`config.mk`:
```
export PLATFORM = sky130hd
export DESIGN_NAME = basic_shield_guard
export DESIGN_NICKNAME = d
export VERILOG_FILES = /design/src/rtl/basic_shield_guard.sv
export SDC_FILE = /design/constraint.sdc
export NUM_CORES = 1
export LEC_CHECK = 0
export CAP_MARGIN = 10
export CORE_MARGIN = 4
export CORE_UTILIZATION = 55
export CTS_CLUSTER_DIAMETER = 30
export DETAILED_ROUTE_END_ITERATION = 6
export DONT_BUFFER_PORTS = 1
export GPL_TIMING_DRIVEN = 0
export PLACE_DENSITY = 0.7
export SETUP_SLACK_MARGIN = 0.4
export SYNTH_ARGS = -nofsm -noshare
export SYNTH_HDL_FRONTEND = slang
export SYNTH_SLANG_ARGS = --single-unit
export TNS_END_PERCENT = 5
```
`constraint.sdc`:
```
create_clock -name csi_MCLK_clk -period 3.25 [get_ports csi_MCLK_clk]
set_input_delay 0.65 -clock csi_MCLK_clk [delete_from_list [all_inputs] [get_ports csi_MCLK_clk]]
set_output_delay 0.65 -clock csi_MCLK_clk [all_outputs]
set_load 0.005 [all_outputs]
```
`src/rtl/basic_shield_guard.sv`:
```
// Over-current shield guard: debounces an async irq, reads the shield control
// register, writes back the tripped channel bits, then holds off before re-arming.
module basic_shield_guard #(
    parameter logic [31:0] CTRL_ADDR = 32'h0000_0000,
    parameter int unsigned DEBOUNCE  = 16,
    parameter int unsigned HOLDOFF   = 1024
) (
    input  logic        csi_MCLK_clk,
    input  logic        rsi_MRST_reset,
    output logic [31:0] avm_M_address,
    output logic        avm_M_read,
    output logic        avm_M_write,
    output logic [3:0]  avm_M_byteenable,
    output logic [31:0] avm_M_writedata,
    input  logic [31:0] avm_M_readdata,
    input  logic        avm_M_waitrequest,
    input  logic        inr_OC_irq,
    input  logic        coe_ARM_enable,
    input  logic        coe_TRIP_clear,
    output logic [1:0]  coe_TRIP_flags,
    output logic [7:0]  coe_TRIP_count,
    output logic        coe_BUSY
);

    typedef enum logic [2:0] {IDLE, RD, EVAL, WR, TRIPPED} state_t;

    localparam logic [15:0] DEB_LIMIT  = DEBOUNCE[15:0];
    localparam logic [15:0] HOLD_START = HOLDOFF[15:0];

    state_t      state_q, state_d;
    logic [1:0]  sync_q;
    logic [15:0] dbnc_q, dbnc_d;
    logic [15:0] hold_q, hold_d;
    logic [3:0]  rdata_q, rdata_d;
    logic [1:0]  flags_q, flags_d;
    logic [7:0]  count_q, count_d;
    logic [1:0]  oc;
    logic        unused_rd;

    // Only the PWREN lanes [25:24] and the over-current status [1:0] matter.
    assign unused_rd = ^{avm_M_readdata[31:26], avm_M_readdata[23:2]};
    assign oc        = rdata_q[1:0];

    always_ff @(posedge csi_MCLK_clk or posedge rsi_MRST_reset) begin
        if (rsi_MRST_reset) begin
            state_q <= IDLE;
            sync_q  <= '0;
            dbnc_q  <= '0;
            hold_q  <= '0;
            rdata_q <= '0;
            flags_q <= '0;
            count_q <= '0;
        end else begin
            state_q <= state_d;
            sync_q  <= {sync_q[0], inr_OC_irq};
            dbnc_q  <= dbnc_d;
            hold_q  <= hold_d;
            rdata_q <= rdata_d;
            flags_q <= flags_d;
            count_q <= count_d;
        end
    end

    always_comb begin
        state_d = state_q;
        dbnc_d  = '0;
        hold_d  = hold_q;
        rdata_d = rdata_q;
        flags_d = flags_q;
        count_d = count_q;
        case (state_q)
            IDLE: begin
                hold_d = '0;
                if (sync_q[1] && coe_ARM_enable) begin
                    if (dbnc_q >= DEB_LIMIT) state_d = RD;
                    else                     dbnc_d  = dbnc_q + 16'd1;
                end
            end
            RD: begin
                if (!avm_M_waitrequest) begin
                    rdata_d = {avm_M_readdata[25:24], avm_M_readdata[1:0]};
                    state_d = coe_ARM_enable ? EVAL : IDLE;
                end
            end
            EVAL: begin
                if (!coe_ARM_enable || oc == 2'b00) state_d = IDLE;
                else                                state_d = WR;
            end
            WR: begin
                // An accepted write has switched channels off, so it is always recorded.
                if (!avm_M_waitrequest) begin
                    flags_d = flags_q | oc;
                    count_d = (count_q == 8'hFF) ? count_q : count_q + 8'd1;
                    if (coe_ARM_enable) begin
                        hold_d  = HOLD_START;
                        state_d = TRIPPED;
                    end else begin
                        state_d = IDLE;
                    end
                end
            end
            TRIPPED: begin
                if (!coe_ARM_enable || hold_q <= 16'd1) begin
                    hold_d  = '0;
                    state_d = IDLE;
                end else begin
                    hold_d = hold_q - 16'd1;
                end
            end
            default: state_d = IDLE;
        endcase
        if (coe_TRIP_clear) begin
            flags_d = '0;
            count_d = '0;
        end
    end

    always_comb begin
        avm_M_address    = CTRL_ADDR;
        avm_M_read       = (state_q == RD);
        avm_M_write      = (state_q == WR);
        avm_M_byteenable = 4'b0000;
        avm_M_writedata  = '0;
        if (state_q == RD) begin
            avm_M_byteenable = 4'b1111;
        end else if (state_q == WR) begin
            avm_M_byteenable = 4'b1000;
            avm_M_writedata  = {6'b0, rdata_q[3:2] | oc, 24'b0};
        end
    end

    assign coe_TRIP_flags = flags_q;
    assign coe_TRIP_count = count_q;
    assign coe_BUSY       = (state_q != IDLE);

endmodule

```
==> results of run 1 <==
-- critical path: stages, from the launching register on --
cell and delay (ns):
dfrtp_1 0.49, nor4_4 0.39, nand4b_2 0.29, o21ai_2 0.38, buf_2 0.30, o211ai_1 0.14
-- how the worst min path moves through the flow --
stage                         from             endpoint  slack [ns]  cells after the start
6_report            rsi_MRST_reset  dbnc_q[7]$_DFF_PP0_        0.24                      1
5_1_grt             rsi_MRST_reset  dbnc_q[8]$_DFF_PP0_        0.26                      1
4_1_cts             rsi_MRST_reset  dbnc_q[7]$_DFF_PP0_        0.25                      1
3_5_place_dp   sync_q[0]$_DFF_PP0_  sync_q[1]$_DFF_PP0_        0.34                      0
3_3_place_gp   sync_q[0]$_DFF_PP0_  sync_q[1]$_DFF_PP0_        0.34                      0
2_1_floorplan  sync_q[0]$_DFF_PP0_  sync_q[1]$_DFF_PP0_        0.33                      0
-- logic make-up after synthesis --
logic type               after synthesis  share of synthesized area (%)
AO/OA/AOI/OAI                         41                          10.14
XOR/XNOR                               8                          2.396
adder cells (fa/ha/maj)                5                          2.139
buffers and inverters                 83                          19.43
flip-flops                            51                          43.65
multiplexers                           6                          2.268
other                                  1                         0.1282
AND/OR/NAND/NOR                      101                          19.85
-- layout by cell type, fill, tap and decap left out, drive strengths merged, types with 5 or more instances in the layout --
cell,synthesis,layout
buf,71,72
clkbuf,2,7
nand2,22,22
o21ai,8,8
xor2,5,5
mux2,5,5
or4,5,5
nand3,11,11
conb,1,73
dfrtp,51,51
o211ai,9,9
a21oi,8,8
inv,10,12
nor4,7,7
nor3,5,5
o311ai,7,7
ha,5,5
nor2,22,22
or3,7,7
-- per-stage QoR --
step	setup WS (ns)	hold WS (ns)	std cells	utilization, %
finish	1.123	0.2438	447	66.11
global route	0.8950	0.2612	447	66.11
CTS	1.144	0.2474	447	66.11
detailed placement	1.186	0.3410	439	64.24
global placement	0.8117	0.3428	438	63.85
floorplan	1.343	0.3312	368	-
-- power by group --
part           total [W]  switching (W)  leakage [nW]  internal, W
registers       0.000723      0.0000371         0.671     0.000686
logic           0.000395       0.000218          1.05     0.000178
clock network   0.000382       0.000222        0.0467     0.000160
-- area by class of cell --
cell class | instances | area (sq um)
clock inverters | 3 | 27.53
repair buffers | 1 | 20.02
inverters | 10 | 37.54
multi-input cells | 234 | 1350
fillers | 439 | 1742
well taps | 70 | 87.58
clock buffers | 5 | 68.82
plain buffers | 73 | 530.5
flip-flops and latches | 51 | 1276
-- sequential cells by signal, indices dropped and copies added (netlist names) --
signal          count
coe_TRIP_flags      2
rdata_q             4
dbnc_q             16
state_q             3
sync_q              2
coe_TRIP_count      8
hold_q             16
-- routing by layer --
layer	wire length [um]	vias up	track usage, %
met5	0	-	0
met2	2603	73	28.65
li1	-	1062	-
met1	2263	1000	21.95
met3	430	4	4.989
met4	35	0	3.716
==> results_dict.tcl, run 1 <==
set metrics [dict create \
    outcome "finished clean" \
    cts_buffer_depth 2 \
    vias 2139 \
    grt_antenna_before_repair 0 \
    rsz0062_at_grt "false" \
    ios 119 \
    grt_pass1_vias 1897 \
    drive_gt1_share_pct 25.73 \
    grt_max_degree 29 \
    setup_tns_ns 0 \
    setup_viol 0 \
    clock_skew_ns 0.007147 \
    post_cts_buffers 0 \
    startpoint_type "flop" \
    grt_pass1_wl_um 8818 \
    antenna_cells 0 \
    setup.worst_path.class "reg -> reg" \
    dpl.hpwl_um 4029 \
    syn_to_final_growth_pct 16.22 \
    core_sq_um 5140 \
    synth_edf_count 0 \
    postRouteAntennaNets 0 \
    p_leak_nw 1.764 \
    power_w 0.001500 \
    die_area_sq_um 6547 \
    syn_inst 296 \
    r2r_cells 5 \
    timing.rr.end "hold_q[13]$_DFFE_PP0P_" \
    synth_area_leader_cell "dfrtp_1" \
    core.rowCount 26 \
    ys_warn_count 0 \
    overflow 0 \
    dpl_cell_area_sq_um 3302 \
    holdCritPathClass "in -> async" \
    start_util_pct 56.89 \
    die_w_um 80.92 \
    fp.dieH_um 80.92 \
    drc 0 \
    h-tree-depth 2 \
    cp-startpoint "hold_q[5]$_DFFE_PP0P_" \
    slew-limit-headroom_pct 62.95 \
    cts_tree "done" \
    synth-seq-cells 51 \
    cts_resized 0 \
    synth_common_cells "65 x buf_4, 51 x dfrtp_1, 22 x nand2_1, 22 x nor2_1, 11 x nand3_1" \
    slew_viol_final 0 \
    r2r_start "hold_q[5]$_DFFE_PP0P_" \
    ys.flop_type "dfrtp_1" \
    fin_area_sq_um 3398 \
    critPathCaptureType "flop" \
    ys_seq_area_share_pct 43.65 \
    nNetsFinal 419 \
    r2r_setup_slack_ns 1.12 \
    yosysUniqueCellTypes 53 \
    first_pass_iters 4 \
    drtIter0Drc 62 \
    fin_crit_sh_pct 65.46 \
    yosys-top-cells-area "dfrtp_1 44%, buf_4 17%, nand2_1 2.8%, nor2_1 2.8%, o211ai_1 2.3%" \
    cts_buffers 5 \
    max_freq_mhz 470.1 \
    worst_pin_slew_ns 0.5515 \
    port_buffers 0 \
    totalWireLength_um 5333 \
    grt_use_total_pct 17.10 \
    numClockSinks 51 \
    gp_congestion 0.8137 \
    synth.most_common_cell "buf_4" \
    cap_violations 0 \
    synthArstFlopShare_pct 100.0 \
    clkSlewWorstSetupHoldPaths_ns 0.10 \
    insertion_delay_ns 0.30 \
    endpoint "hold_q[13]$_DFFE_PP0P_" \
    vias_per_cell 4.785 \
    cts_hold_buffers 0 \
    p_per_area_nw_per_um2 441.5 \
    fin_crit_ns 2.127 \
    hold_viol 0 \
    peakVddDrop_mv 0.2781 \
    wl_per_cell_um 11.93 \
    path_max_fanout 10 \
    cp_data_arrival_time_ns 2.30 \
    avgSynthCellArea_sq_um 9.879 \
    crit_required_ns 3.42 \
    root_buffer "clkbuf_8" \
    synthesis.area_sq_um 2924 \
    synth_top_cell_area_share_pct 43.65 \
]
Note: power is estimated with default switching activity, not from simulation.
==> run 2: changes to the inputs <==
==> constraint.sdc (replaced) <==
create_clock -name csi_MCLK_clk -period 2.1 [get_ports csi_MCLK_clk]
set_input_delay 0.42 -clock csi_MCLK_clk [delete_from_list [all_inputs] [get_ports csi_MCLK_clk]]
set_output_delay 0.42 -clock csi_MCLK_clk [all_outputs]
set_load 0.005 [all_outputs]
==> results_dict.tcl, run 2 (synthesis results as in run 1) <==
set metrics [dict create \
    outcome "finished clean" \
    core.rowCount 26 \
    critPathTopFamily "simple AND/OR/NAND/NOR gates" \
    rsz0062_at_grt "true" \
    drive_gt1_share_pct 29.06 \
    core_sq_um 5140 \
    cts_buffer_depth 2 \
    slew_viol_final 0 \
    fp.dieH_um 80.92 \
    r2r_setup_slack_ns 0.19 \
    critPathSlowestCell "or4b_4" \
    cp_data_arrival_time_ns 2.09 \
    fin_util_pct 68.99 \
    cap_violations 0 \
    port_buffers 0 \
    antenna_cells 0 \
    clock_skew_ns 0.01540 \
    die_w_um 80.92 \
    hold_viol 0 \
    r2r_cells 6 \
    worstHoldPathCells 0 \
    clkSlewWorstSetupHoldPaths_ns 0.10 \
    vias_per_cell 4.819 \
    max_stage_delay_ns 0.49 \
    path_max_fanout 5 \
    wl_per_cell_um 12.61 \
    cts_buffers 5 \
    syn_to_final_growth_pct 21.27 \
    final_cell_mix "73 x conb_1, 69 x buf_4, 48 x dfrtp_1, 22 x nand2_1, 21 x nor2_1" \
    grt_pass1_vias 2011 \
    fin_crit_sh_pct 90.99 \
    grt_pass1_wl_um 9177 \
    holdCritPathClass "in -> reg" \
    postRouteAntennaNets 0 \
    numClockSinks 51 \
    first_pass_iters 4 \
    worst_pin_slew_ns 0.5463 \
    setup_tns_ns 0 \
    root_buffer "clkbuf_8" \
    drtIter0Drc 158 \
    insertion_delay_ns 0.31 \
    power_w 0.002574 \
    start_util_pct 56.89 \
    peakVddDrop_mv 0.4299 \
    grt_max_degree 40 \
    vias 2178 \
    dp.cells 439 \
    dpl.hpwl_um 4177 \
    crit_required_ns 2.28 \
    path_depth 6 \
    critPathCaptureType "flop" \
    startpoint_type "flop" \
    fin_crit_ns 1.911 \
    cp_num_buf_inv 1 \
    grt_antenna_before_repair 0 \
    overflow 0 \
    h-tree-depth 2 \
    final_cells 452 \
    setup.worst_path.class "reg -> reg" \
    setup_viol 0 \
    p_per_area_nw_per_um2 725.8 \
    cts_tree "done" \
    drc 0 \
    gp_congestion 0.8201 \
    max_freq_mhz 523.3 \
    ios 119 \
    nNetsFinal 424 \
    mostFrequentLayoutCell "conb_1" \
    worstPathCellList "inv_2, ha_4, or4b_4, or4_4, nand3_2, o311ai_2" \
    grt_use_total_pct 17.72 \
    totalWireLength_um 5699 \
    die_area_sq_um 6547 \
    hold_slack_ns 0.1377 \
    p_leak_nw 1.824 \
    slew-limit-headroom_pct 63.07 \
]
==> run 2: cell types whose count changed in the layout (fill, tap and decap cells not counted), sizes merged <==
cell,change
inv,-2
dlygate4sd3,+1
buf,+3
clkinvlp,-1
clkbuf,+2
bufinv,+2
==> run 2: worst reg2reg max path, stage by stage, from the launching register on <==
cell and delay, ns:
dfrtp_2 0.42, inv_2 0.07, ha_4 0.15, or4b_4 0.49
or4_4 0.45, nand3_2 0.09, o311ai_2 0.10
==> run 2: timing repair <==
action	in CTS	in global routing
gates resized for setup	10	7
hold endpoints to repair	12	0
endpoints found under the setup margin	28	35
pin swaps	2	1
hold buffers	1	0
buffers inserted	3	1
==> run 2: layout make-up <==
cell class	count	area (sq um)
multi-input cells	234	1414
plain buffers	73	534.3
flip-flops and latches	51	1280
clock inverters	2	60.06
well taps	70	87.58
clock buffers	6	72.57
fillers	438	1594
repair buffers	6	60.06
inverters	10	37.54
==> run 2: per-layer routing <==
layer	GRT usage [%]	share of wire, %
met1	23.57	40
met2	28.82	52
met3	4.878	7.0
met4	4.223	0.79
met5	0	0
==> run 2: path summary, 6_finish.rpt <==
| check | from | end |
|---|---|---|
| max in group asynchronous | rsi_MRST_reset | rdata_q[3]$_DFFE_PP0P_ |
| min in group asynchronous | rsi_MRST_reset | hold_q[4]$_DFFE_PP0P_ |
| setup / recovery | hold_q[0]$_DFFE_PP0P_ | hold_q[8]$_DFFE_PP0P_ |
| hold reg to reg | sync_q[0]$_DFF_PP0_ | sync_q[1]$_DFF_PP0_ |
| setup reg to reg | hold_q[0]$_DFFE_PP0P_ | hold_q[8]$_DFFE_PP0P_ |
| hold / removal | inr_OC_irq | sync_q[0]$_DFF_PP0_ |
==> run 2: power breakdown <==
group          internal (W)  switching, W  total, W
Combinational      0.000290      0.000361  0.000651
Clock              0.000476      0.000323  0.000800
Sequential          0.00106     0.0000616   0.00112
Total               0.00183      0.000746   0.00257
==> run 2: per-stage QoR <==
step / cell area, sq um / setup WS, ns
after floorplan: 3202 / 0.2107
after global routing: 3546 / 0.1277
after detailed placement: 3309 / 0.03585
after CTS: 3515 / 0.1949
final: 3546 / 0.1891
after global placement: 3289 / -0.08777
==> run 3: changes to the inputs <==
--- a/config.mk
+++ b/config.mk
@@ -7,12 +7,14 @@
 export LEC_CHECK = 0
 export CAP_MARGIN = 10
 export CORE_MARGIN = 4
-export CORE_UTILIZATION = 55
+export CORE_UTILIZATION = 50
 export CTS_CLUSTER_DIAMETER = 30
 export DETAILED_ROUTE_END_ITERATION = 6
 export DONT_BUFFER_PORTS = 1
 export GPL_TIMING_DRIVEN = 0
-export PLACE_DENSITY = 0.7
+export HOLD_SLACK_MARGIN = 0.06
+export MAX_ROUTING_LAYER = met4
+export PLACE_DENSITY = 0.65
 export SETUP_SLACK_MARGIN = 0.4
 export SYNTH_ARGS = -nofsm -noshare
 export SYNTH_HDL_FRONTEND = slang
==> results_dict.tcl, run 3 (synthesis results as in run 1) <==
set metrics [dict create \
    peakVddDrop_mv 0.4199 \
    setup_viol 0 \
    wl_per_cell_um 12.67 \
    mostFrequentLayoutCell "conb_1" \
    drive_gt1_share_pct 28.27 \
    holdCritPathClass "in -> reg" \
    p_per_area_nw_per_um2 659.0 \
    clock_skew_ns 0.007533 \
    multi_input_area_sq_um 1406 \
    fin_crit_ns 1.915 \
    rsz0062_at_grt "true" \
    cts_buffers 5 \
    grt_antenna_before_repair 0 \
    grt_pass1_vias 2078 \
    overflow 0 \
    p_int_w 0.001578 \
    setup_tns_ns 0 \
    switching_share_pct 31.34 \
    dpl.hpwl_um 4244 \
    drtIter0Drc 57 \
    power_w 0.002298 \
    grt_pass1_wl_um 9722 \
    max_freq_mhz 522.2 \
    postRouteAntennaNets 0 \
    root_buffer "clkbuf_8" \
    nNetsFinal 424 \
    grt_use_total_pct 17.16 \
    startpoint_type "flop" \
    slew_viol_final 0 \
    antenna_cells 0 \
    p_seq_share_pct 48.8 \
    outcome "finished clean" \
    drc 0 \
    die_area_sq_um 7135 \
    numClockSinks 51 \
    r2r_cells 6 \
    start_util_pct 52.46 \
    final_cell_mix "73 x conb_1, 69 x buf_4, 49 x dfrtp_1, 22 x nand2_1, 21 x nor2_1" \
    hold_viol 0 \
    insertion_delay_ns 0.31 \
    slew-limit-headroom_pct 62.67 \
    nFillCells 491 \
    ios 119 \
    cp_data_arrival_time_ns 2.09 \
    cap_violations 0 \
    worstHoldPathCells 0 \
    vias_per_cell 4.744 \
    dp_slack_ns 0.03313 \
    seq_area_sq_um 1279 \
    fin_crit_sh_pct 91.19 \
    first_pass_iters 4 \
    hold_slack_ns 0.1401 \
    core.rowCount 27 \
    totalWireLength_um 5754 \
    port_buffers 0 \
    fp.dieH_um 84.47 \
    cts_buffer_depth 2 \
    p_leak_nw 1.799 \
    gp_congestion 0.8619 \
    clkPwrFrac_pct 23.7 \
    critPathCaptureType "flop" \
    setup.worst_path.class "reg -> reg" \
    core_sq_um 5574 \
    die_w_um 84.47 \
    crit_required_ns 2.28 \
    p_switching_w 0.0007202 \
    comb_power_share_pct 27.5 \
    cts_tree "done" \
    syn_to_final_growth_pct 19.26 \
    worst_pin_slew_ns 0.5557 \
    grt_max_degree 36 \
    h-tree-depth 2 \
    clkSlewWorstSetupHoldPaths_ns 0.09 \
    vias 2154 \
    postLayoutSetupSlackWorst_ns 0.1850 \
    path_max_fanout 5 \
]
-- run 3: worst paths after layout --
kind	slack [ns]	endpoint	startpoint
max reg2reg	0.18	hold_q[8]$_DFFE_PP0P_	hold_q[0]$_DFFE_PP0P_
min	0.14	sync_q[0]$_DFF_PP0_	inr_OC_irq
min reg2reg	0.37	sync_q[1]$_DFF_PP0_	sync_q[0]$_DFF_PP0_
min in group asynchronous	0.55	hold_q[11]$_DFFE_PP0P_	rsi_MRST_reset
max	0.18	hold_q[8]$_DFFE_PP0P_	hold_q[0]$_DFFE_PP0P_
max in group asynchronous	1.03	hold_q[0]$_DFFE_PP0P_	rsi_MRST_reset
-- run 3: power groups by stage --
stage,Clock [W],Sequential (W),Combinational (W)
2_1_floorplan,0,0.00112,0.000511
3_3_place_gp,0,0.00114,0.000599
3_5_place_dp,0,0.00114,0.000612
4_1_cts,0.000566,0.00112,0.000624
5_1_grt,0.000619,0.00113,0.000704
6_report,0.000545,0.00112,0.000632
-- run 3: cell type report --
type | instances | share of cell area, %
multi-input cells | 234 | 40.33
plain buffers | 73 | 15.29
inverters | 10 | 1.076
flip-flops and latches | 51 | 36.67
clock inverters | 1 | 0.1435
well taps | 72 | 2.583
clock buffers | 7 | 2.189
repair buffers | 6 | 1.722
-- run 3: per-layer routing --
layer | up-vias | GRT usage [%] | part of all wire, %
met2 | 64 | 27.83 | 49
met5 | - | - | 0
met1 | 1013 | 21.28 | 43
met4 | 0 | 5.180 | 1.3
li1 | 1069 | - | -
met3 | 8 | 4.220 | 7.0
-- run 3: what timing repair did --
| action | in CTS | in global routing |
|---|---|---|
| endpoints found under the hold margin | 16 | 0 |
| hold buffers | 1 | 0 |
| pin swaps | 1 | 0 |
| setup endpoints to repair | 29 | 35 |
| setup buffers | 4 | 0 |
| gates cloned | 0 | 0 |
| gates resized for setup | 9 | 4 |
-- run 3: stage by stage --
stage          cell area (sq um)  cells  utilization, %
2_1_floorplan               3202    368               -
3_3_place_gp                3292    440           59.06
3_5_place_dp                3312    441           59.42
4_1_cts                     3473    454           62.31
5_1_grt                     3487    454           62.56
6_report                    3487    454           62.56
-- run 3: critical path, cell delays in order (launching register included) --
cell      delay [ns]
dfrtp_2         0.44
inv_2           0.07
ha_4            0.14
or4b_4          0.49
or4_4           0.45
nand3_2         0.09
o311ai_2        0.10
